$ cat config.mk
export PLATFORM = sky130hd
export DESIGN_NAME = mand_frame_dispatcher
export DESIGN_NICKNAME = d
export VERILOG_FILES = /design/src/rtl/mand_frame_dispatcher.sv
export SDC_FILE = /design/constraint.sdc
export NUM_CORES = 1
export LEC_CHECK = 0
export ABC_AREA = 1
export CORE_MARGIN = 1.5
export CORE_UTILIZATION = 25
export CTS_CLUSTER_SIZE = 10
export DETAILED_ROUTE_END_ITERATION = 16
export GPL_TIMING_DRIVEN = 1
export PLACE_DENSITY = 0.43
export SLEW_MARGIN = 20
export SYNTH_ARGS = -nofsm -noshare
export SYNTH_HDL_FRONTEND = slang
export SYNTH_SLANG_ARGS = --single-unit
$ cat constraint.sdc
create_clock -name clock -period 2.2 [get_ports clock]
set_clock_uncertainty 0.05 [all_clocks]
set_input_delay 0.22 -clock clock [delete_from_list [all_inputs] [get_ports clock]]
set_output_delay 0.22 -clock clock [all_outputs]
set_load 0.05 [all_outputs]
$ cat src/rtl/mand_frame_dispatcher.sv
// ----------------------------------------------------------------------------
// mand_frame_dispatcher
//
// Initiator side of the Mandelbrot solver interface. A start request sweeps a
// WIDTH x HEIGHT pixel grid in raster order. Each pixel is mapped to a complex
// point c in signed 4.23 fixed point. The block loads that point into a
// single solver and waits for the solver's result. It then forwards
// {x, y, iteration count} downstream on a valid/ready stream. Only one pixel
// is in flight at any time.
//
// Ports:
//   clock            system clock
//   reset            synchronous, active-high
//   start            begin a frame (only honoured while idle)
//   x_min            real coordinate of column 0, latched on accepted start
//   y_max            imaginary coordinate of row 0, latched on accepted start
//   step             pixel pitch on both axes, latched on accepted start
//   solver_reset     high loads/holds the solver with the current c
//   solver_c_re      c real part to the solver
//   solver_c_im      c imaginary part to the solver
//   solver_out_ready solver result valid
//   solver_out       solver iteration count (-1 = converged)
//   pix_valid        result stream valid
//   pix_ready        downstream accepts the result
//   pix_x, pix_y     pixel coordinates of the presented result
//   pix_iter         iteration count of the presented result
//   busy             high from accepted start until the frame completes
//   done             one-cycle pulse after the last pixel is accepted
// ----------------------------------------------------------------------------
module mand_frame_dispatcher #(
    parameter int WIDTH  = 640,
    parameter int HEIGHT = 480,
    parameter int X_BITS = 10,
    parameter int Y_BITS = 9
) (
    input  logic              clock,
    input  logic              reset,
    input  logic              start,
    input  logic [26:0]       x_min,
    input  logic [26:0]       y_max,
    input  logic [26:0]       step,
    output logic              solver_reset,
    output logic [26:0]       solver_c_re,
    output logic [26:0]       solver_c_im,
    input  logic              solver_out_ready,
    input  logic [31:0]       solver_out,
    output logic              pix_valid,
    input  logic              pix_ready,
    output logic [X_BITS-1:0] pix_x,
    output logic [Y_BITS-1:0] pix_y,
    output logic [31:0]       pix_iter,
    output logic              busy,
    output logic              done
);

    typedef enum logic [1:0] {
        IDLE,
        LOAD,
        RUN,
        EMIT
    } state_t;

    localparam logic [X_BITS-1:0] LAST_X = X_BITS'(WIDTH - 1);
    localparam logic [Y_BITS-1:0] LAST_Y = Y_BITS'(HEIGHT - 1);

    state_t            r_state;
    logic [26:0]       r_xMin;
    logic [26:0]       r_step;
    logic [X_BITS-1:0] r_x;
    logic [Y_BITS-1:0] r_y;
    logic              r_solverReset;
    logic [26:0]       r_cRe;
    logic [26:0]       r_cIm;
    logic              r_pixValid;
    logic [X_BITS-1:0] r_pixX;
    logic [Y_BITS-1:0] r_pixY;
    logic [31:0]       r_pixIter;
    logic              r_busy;
    logic              r_done;

    // Sequencer. Every output is a register, so the solver and the downstream
    // writer never see combinational glitches. solver_reset is raised on
    // every transition into IDLE or LOAD and dropped on entry to RUN. The
    // solver therefore sees exactly one load cycle per pixel with c already
    // stable. c is stepped incrementally with wrapping 27-bit arithmetic.
    // Out-of-range points are left for the solver to classify.
    always_ff @(posedge clock) begin
        if (reset) begin
            r_state       <= IDLE;
            r_xMin        <= '0;
            r_step        <= '0;
            r_x           <= '0;
            r_y           <= '0;
            r_solverReset <= 1'b1;
            r_cRe         <= '0;
            r_cIm         <= '0;
            r_pixValid    <= 1'b0;
            r_pixX        <= '0;
            r_pixY        <= '0;
            r_pixIter     <= '0;
            r_busy        <= 1'b0;
            r_done        <= 1'b0;
        end else begin
            r_done <= 1'b0;
            case (r_state)
                IDLE: begin
                    if (start) begin
                        r_xMin  <= x_min;
                        r_step  <= step;
                        r_cRe   <= x_min;
                        r_cIm   <= y_max;
                        r_x     <= '0;
                        r_y     <= '0;
                        r_busy  <= 1'b1;
                        r_state <= LOAD;
                    end
                end
                LOAD: begin
                    r_solverReset <= 1'b0;
                    r_state       <= RUN;
                end
                RUN: begin
                    if (solver_out_ready) begin
                        r_pixIter  <= solver_out;
                        r_pixX     <= r_x;
                        r_pixY     <= r_y;
                        r_pixValid <= 1'b1;
                        r_state    <= EMIT;
                    end
                end
                EMIT: begin
                    if (r_pixValid && pix_ready) begin
                        r_pixValid    <= 1'b0;
                        r_solverReset <= 1'b1;
                        if (r_x == LAST_X && r_y == LAST_Y) begin
                            r_busy  <= 1'b0;
                            r_done  <= 1'b1;
                            r_state <= IDLE;
                        end else if (r_x == LAST_X) begin
                            r_x     <= '0;
                            r_y     <= r_y + 1'b1;
                            r_cRe   <= r_xMin;
                            r_cIm   <= r_cIm - r_step;
                            r_state <= LOAD;
                        end else begin
                            r_x     <= r_x + 1'b1;
                            r_cRe   <= r_cRe + r_step;
                            r_state <= LOAD;
                        end
                    end
                end
                default: begin
                    r_state <= IDLE;
                end
            endcase
        end
    end

    assign solver_reset = r_solverReset;
    assign solver_c_re  = r_cRe;
    assign solver_c_im  = r_cIm;
    assign pix_valid    = r_pixValid;
    assign pix_x        = r_pixX;
    assign pix_y        = r_pixY;
    assign pix_iter     = r_pixIter;
    assign busy         = r_busy;
    assign done         = r_done;

endmodule

Yosys cells after proc, flatten, opt, wreduce, memory -nomap -nowiden:

Index checks and enable logic that the tools add are counted.

* register bits after elaboration: 184
* word-level logic and storage cells: 81

* $add $sub $neg: 4
* equality and inequality tests: 11
* muxes and demuxes: 35
* bitwise gates (word level): 2
* reductions and logical operators: 15

Operators with widths (count)
* 27-bit two-way mux: 8
* 27-bit case mux with 2 select lines: 2
* 10-bit two-way mux: 4
* 9-bit two-way mux: 4
* 27-bit adder: 1
* 27-bit subtractor: 1
* 10-bit case mux with 2 select lines: 1
* 9-bit case mux with 2 select lines: 1
* 2-bit != test (second input constant): 6
* 10-bit by 1-bit adder with 10-bit output (second input constant): 1
* 10-bit == test (second input constant): 1
* 9-bit by 1-bit adder with 9-bit output (second input constant): 1
* 9-bit == test (second input constant): 1
* 1-bit two-way mux: 8
* 2-bit case mux with 4 select lines: 1
* 4-bit AND reduction: 2
* 2-bit two-way mux: 3
* 1-bit case mux with 2 select lines: 3
* 2-bit AND reduction: 3
* 3-bit AND reduction: 2
* 2-bit nonzero test: 3
* 5-bit AND reduction: 1
* 2-bit == test (second input constant): 2
* 3-bit OR reduction: 1
* 4 further kinds: 6

Logic depth before layout (Yosys ltp):

* depth after elaboration: 5
* gate-level depth with buffers: 16
* mapped depth without buffers: 16

Worst setup path before layout:

No wires, ideal clock.

* path kind: reg-to-reg
* start: register r_cRe[0], in the netlist solver_c_re[0]
* end: register r_cRe[12], in the netlist solver_c_re[12]
* setup time: 70 ps
* arrival: 2321 ps
* required time: 2080 ps
* setup slack: -241 ps
* cell stages (with the launch flop): 14
* buffers on the path: 0
* period minus slack after synthesis: 2441 ps
* path through: dfxtp_1 ha_1 inv_1 fa_1 inv_1 nand3_1 nand2_1 nand2_1 nand2_1 a21oi_1 or2_2 nand2_1 nand2_1 a21oi_1

* longest elaborated chain between the ends: 5

RTL lines
* start: declaration: RTL line 72 `logic [26:0] r_cRe;`
* start signal: assignment: RTL line 110 `r_cRe <= x_min;`
* start signal: assignment: RTL line 142 `r_cRe <= r_xMin;`
* start signal: assignment: RTL line 147 `r_cRe <= r_cRe + r_step;`
* 27-bit adder: RTL line 147
* 27-bit two-way mux: RTL line 139 `end else if (r_x == LAST_X) begin`
* 27-bit two-way mux: RTL line 135 `if (r_x == LAST_X && r_y == LAST_Y) begin`
* 27-bit two-way mux: RTL line 132 `if (r_pixValid && pix_ready) begin`
* 27-bit case mux with 2 select lines: RTL line 105 `case (r_state)`

Every way passes these cells. The select of a mux whose other input is x is not followed.
A chain may end at the register's enable or synchronous reset.

Worst setup path in the final report:

* start: register r_cIm[1], in the netlist solver_c_im[1]
* end: output solver_c_im[1]

RTL lines
* start: declaration: RTL line 73 `logic [26:0] r_cIm;`
* start signal: assignment: RTL line 111 `r_cIm <= y_max;`
* start signal: assignment: RTL line 143 `r_cIm <= r_cIm - r_step;`
* end: declaration: RTL line 44 `output logic [26:0] solver_c_im,`

No word-level cell between the ends.

==> reports/qor.csv <==
stage,metric,value,unit
global_route,grt_start_max_net_pins,87,
worst_setup_path,cp.arrival,1.83,ns
die,std_cell_rows,76,
synthesis,synthesis.nets,1888,
cells_and_area,fin_nets,2167,
detailed_routing,firstDrtPassIters,5,
detailed_routing,via_per_inst,4.53,
die,core_area,0.0432,sq mm
cells_and_area,diodes,0,
job,drv_cap,0,
synthesis,yosys-mux-area-fraction,0,
clock_network,cts_buffer_depth,2,
synthesis,synth-simple-area-share,0.289,
global_route,antenna_found_initial,0,
synthesis,syn_inst,1709,
synthesis,synth_top_family_by_area,simple AND/OR/NAND/NOR gates,
placement,placed_cells,2553,
clock_network,htreeDepth,4,
clock_network,worstSkewPairLatency,0.46,ns
synthesis,synth_cell_types,39,
worst_setup_path,crit_path_start_kind,flip-flop,
worst_setup_path,slowest_delay,0.87,ns
synthesis,netlist_area,0.0110,sq mm
cells_and_area,layout_commonest_cell,nand2_1,
clock_network,root_buffer,clkbuf_16,
cells_and_area,layout.cells.non_filler,2586,
detailed_routing,drt_iter0_markers,668,
outcome,outcome,"finished, final reports clean",
detailed_routing,vias,11700,
worst_setup_path,worstSetupPathType,reg2out,
synthesis,synth_fa_ha_area_frac,0.0710,
detailed_routing,finalWirelength,41600,um
pwr,ir_worst_vdd,0.529,mV
min_path,hold_end,solver_c_im[6],
clock_network,clk_pin_slew_worst_paths,0.08,ns
sta,worst_slew_pin_slew,0.642,ns
placement,port_buffers,226,
synthesis,synthXorXnorAreaFrac,0.0168,
clock_network,cts_buffers,17,
clock_network,cts_tree,built,
cells_and_area,area_delta_synth_final,41.6,%
worst_setup_path,cp-end-kind,output pin,
worst_setup_path,cp_slowest_cell,clkdlybuf4s50_1,
worst_setup_path,crit_buf_inv,1,
die,dieArea,0.0451,sq mm
worst_setup_path,cp.required,1.93,ns
clock_network,cts.sinks,184,
worst_setup_path,r2r_cells,13,
synthesis,seq_area_frac_synth,0.336,
cells_and_area,fin_area,0.0155,sq mm
global_route,grt_pass1_wl,63500,um
cells_and_area,utilization,0.360,
placement,hpwl,32100,um
synthesis,synth-compound-area-share,0.191,
worst_setup_path,worstReg2RegEnd,solver_c_im[8],
min_path,worstHoldPathType,in2reg,
synthesis,synth_edf_count,0,
die,die_width,212,um
global_route,grt-ovfl-total,0,
pwr,p_leak,6.83,nW
sta,maxSlewViolCount,0,
die,ios,227,
sta,fmax,0.475,GHz
detailed_routing,routedWlPerCell,16.1,um
sta,hold_viol,0,
synthesis,synthFlopType,dfxtp_1,
worst_setup_path,regToRegStartpoint,solver_c_im[0],
sta,rsz0062_at_grt,true,
cells_and_area,layout_common_cells,"382 x nand2_1, 228 x nor2_1, 226 x clkdlybuf4s50_1",
synthesis,syn_area_per_cell,6.42,sq um
worst_setup_path,path_max_fanout,4,
die,initial_utilization,0.254,
pwr,p_per_area,1380,mW/mm^2
placement,gp_congestion,0.945,
synthesis,synth_warnings,0,
global_route,grt_usage,0.184,
die,die_h,212,um
sta,setup_violations,0,
synthesis,async_flop_share,0,
synthesis,yosys_register_bits,184,
min_path,min_path_cells,3,
worst_setup_path,critPathTopFamily,buffers and inverters,
placement,dpl_cell_area,0.0146,sq mm
cells_and_area,drive_above_1_share,0.114,
sta,relSlewSlack,0.572,
global_route,grt_pass1_vias,11200,
sta,fin_crit,2.10,ns
detailed_routing,postRouteAntennaNets,0,
detailed_routing,drc,0,
worst_setup_path,cp_cell_sequence,clkdlybuf4s50_1,
worst_setup_path,r2r_slack,0.14,ns
min_path,hold_start,y_max[6],
sta,fin_crit_sh,0.957,
## metal layers
metal  track usage  wire length [um]  vias up  part of all wire
met5             0                 0        -                 0
met4        0.0433               522        0             0.013
met3        0.0304              1580       31             0.038
met2         0.304             19800      222              0.48
met1         0.249             19700     5364              0.47
li1              -                 -     6092                 -
## synth_stat cells, types with 4 or more instances
master / n / area, sq um
nand2_1: 393 / 1480
nor2_1: 238 / 893
inv_1: 199 / 747
o21ai_0: 191 / 956
dfxtp_1: 184 / 3680
a21oi_1: 178 / 891
nand3_1: 80 / 400
ha_1: 59 / 738
clkbuf_1: 54 / 203
nand4_1: 20 / 125
nor3_1: 15 / 75.1
xor2_1: 14 / 123
o211ai_1: 8 / 60.1
o21bai_1: 7 / 52.6
xnor2_1: 7 / 61.3
and2_1: 5 / 31.3
buf_2: 5 / 25.0
a21o_1: 4 / 30.0
a31oi_1: 4 / 25.0
buf_1: 4 / 15.0
o21ai_1: 4 / 20.0
o21ai_2: 4 / 35.0
## cells by family (layout without fill, tap and decap cells)
kind of cell | after synthesis | count (layout)
adder cells (fa/ha/maj) | 61 | 61
buffers and inverters | 271 | 563
flip-flops | 184 | 184
AO/OA/AOI/OAI | 403 | 403
XOR/XNOR | 21 | 21
AND/OR/NAND/NOR | 769 | 769
## where the power goes
group | leakage [nW] | total [mW] | internal, mW | switching (mW)
registers | 1.51 | 4.93 | 4.20 | 0.723
logic | 5.00 | 13.0 | 4.87 | 8.11
clock network | 0.308 | 3.48 | 1.93 | 1.55
total | 6.83 | 21.4 | 11.0 | 10.4
## state kept, by name, indices dropped and copies added (netlist names)
signal and cells:
pix_x 10, solver_c_re 27, r_step 27, pix_y 9, solver_c_im 27, busy 1
r_xMin 27, r_x 10, r_y 9, solver_reset 1, r_state 2, pix_iter 32
done 1, pix_valid 1
## layout make-up
type                    instances  area (sq um)
fillers                      4766         27600
multi-input cells            1254          6480
flip-flops and latches        184          3710
repair buffers                327          3190
inverters                     204           776
well taps                     585           732
clock buffers                  17           425
clock inverters                15           210
## worst register-to-register path: stages, from the launching register on
cell,delay [ns]
dfxtp_2,0.33
inv_2,0.06
ha_1,0.14
inv_1,0.06
fa_2,0.34
nand2_2,0.08
nand2_1,0.06
and2_4,0.14
a21oi_2,0.18
buf_4,0.14
xor2_1,0.14
nand2_1,0.06
o211ai_1,0.10
nand2_1,0.07
## through the flow
stage	power, mW	hold slack (ns)	TNS, ns	worst slack, ns
after floorplan	12.6	0.309	0	0.0278
after global placement	17.4	0.394	-0.0216	-0.0178
after detailed placement	17.5	0.397	-0.0875	-0.0518
after CTS	21.1	0.287	0	0.00824
after global routing	23.0	0.300	-0.0679	-0.0251
final	21.4	0.309	0	0.0955
## what timing repair did
item | 4_1_cts | 5_1_grt
pin swaps | 0 | 10
endpoints found under the setup margin | 5 | 112
setup buffers | 0 | 1
hold endpoints to repair | 0 | 0
hold buffers | 0 | 0
gates resized for setup | 4 | 81
## worst max-delay path by stage
stage	startpoint	to	slack (ns)	depth (start not counted)
floorplan	solver_c_re[0]	solver_c_re[12]	0.03	13
global placement	solver_c_im[0]	solver_c_im[18]	-0.02	15
detailed placement	r_step[0]	solver_c_im[18]	-0.05	14
CTS	r_step[5]	solver_c_im[8]	0.008	10
global route	r_step[18]	solver_c_im[20]	-0.03	11
finish	solver_c_im[1]	solver_c_im[1]	0.1	1
No activity file was read; power rests on OpenSTA's default activity.
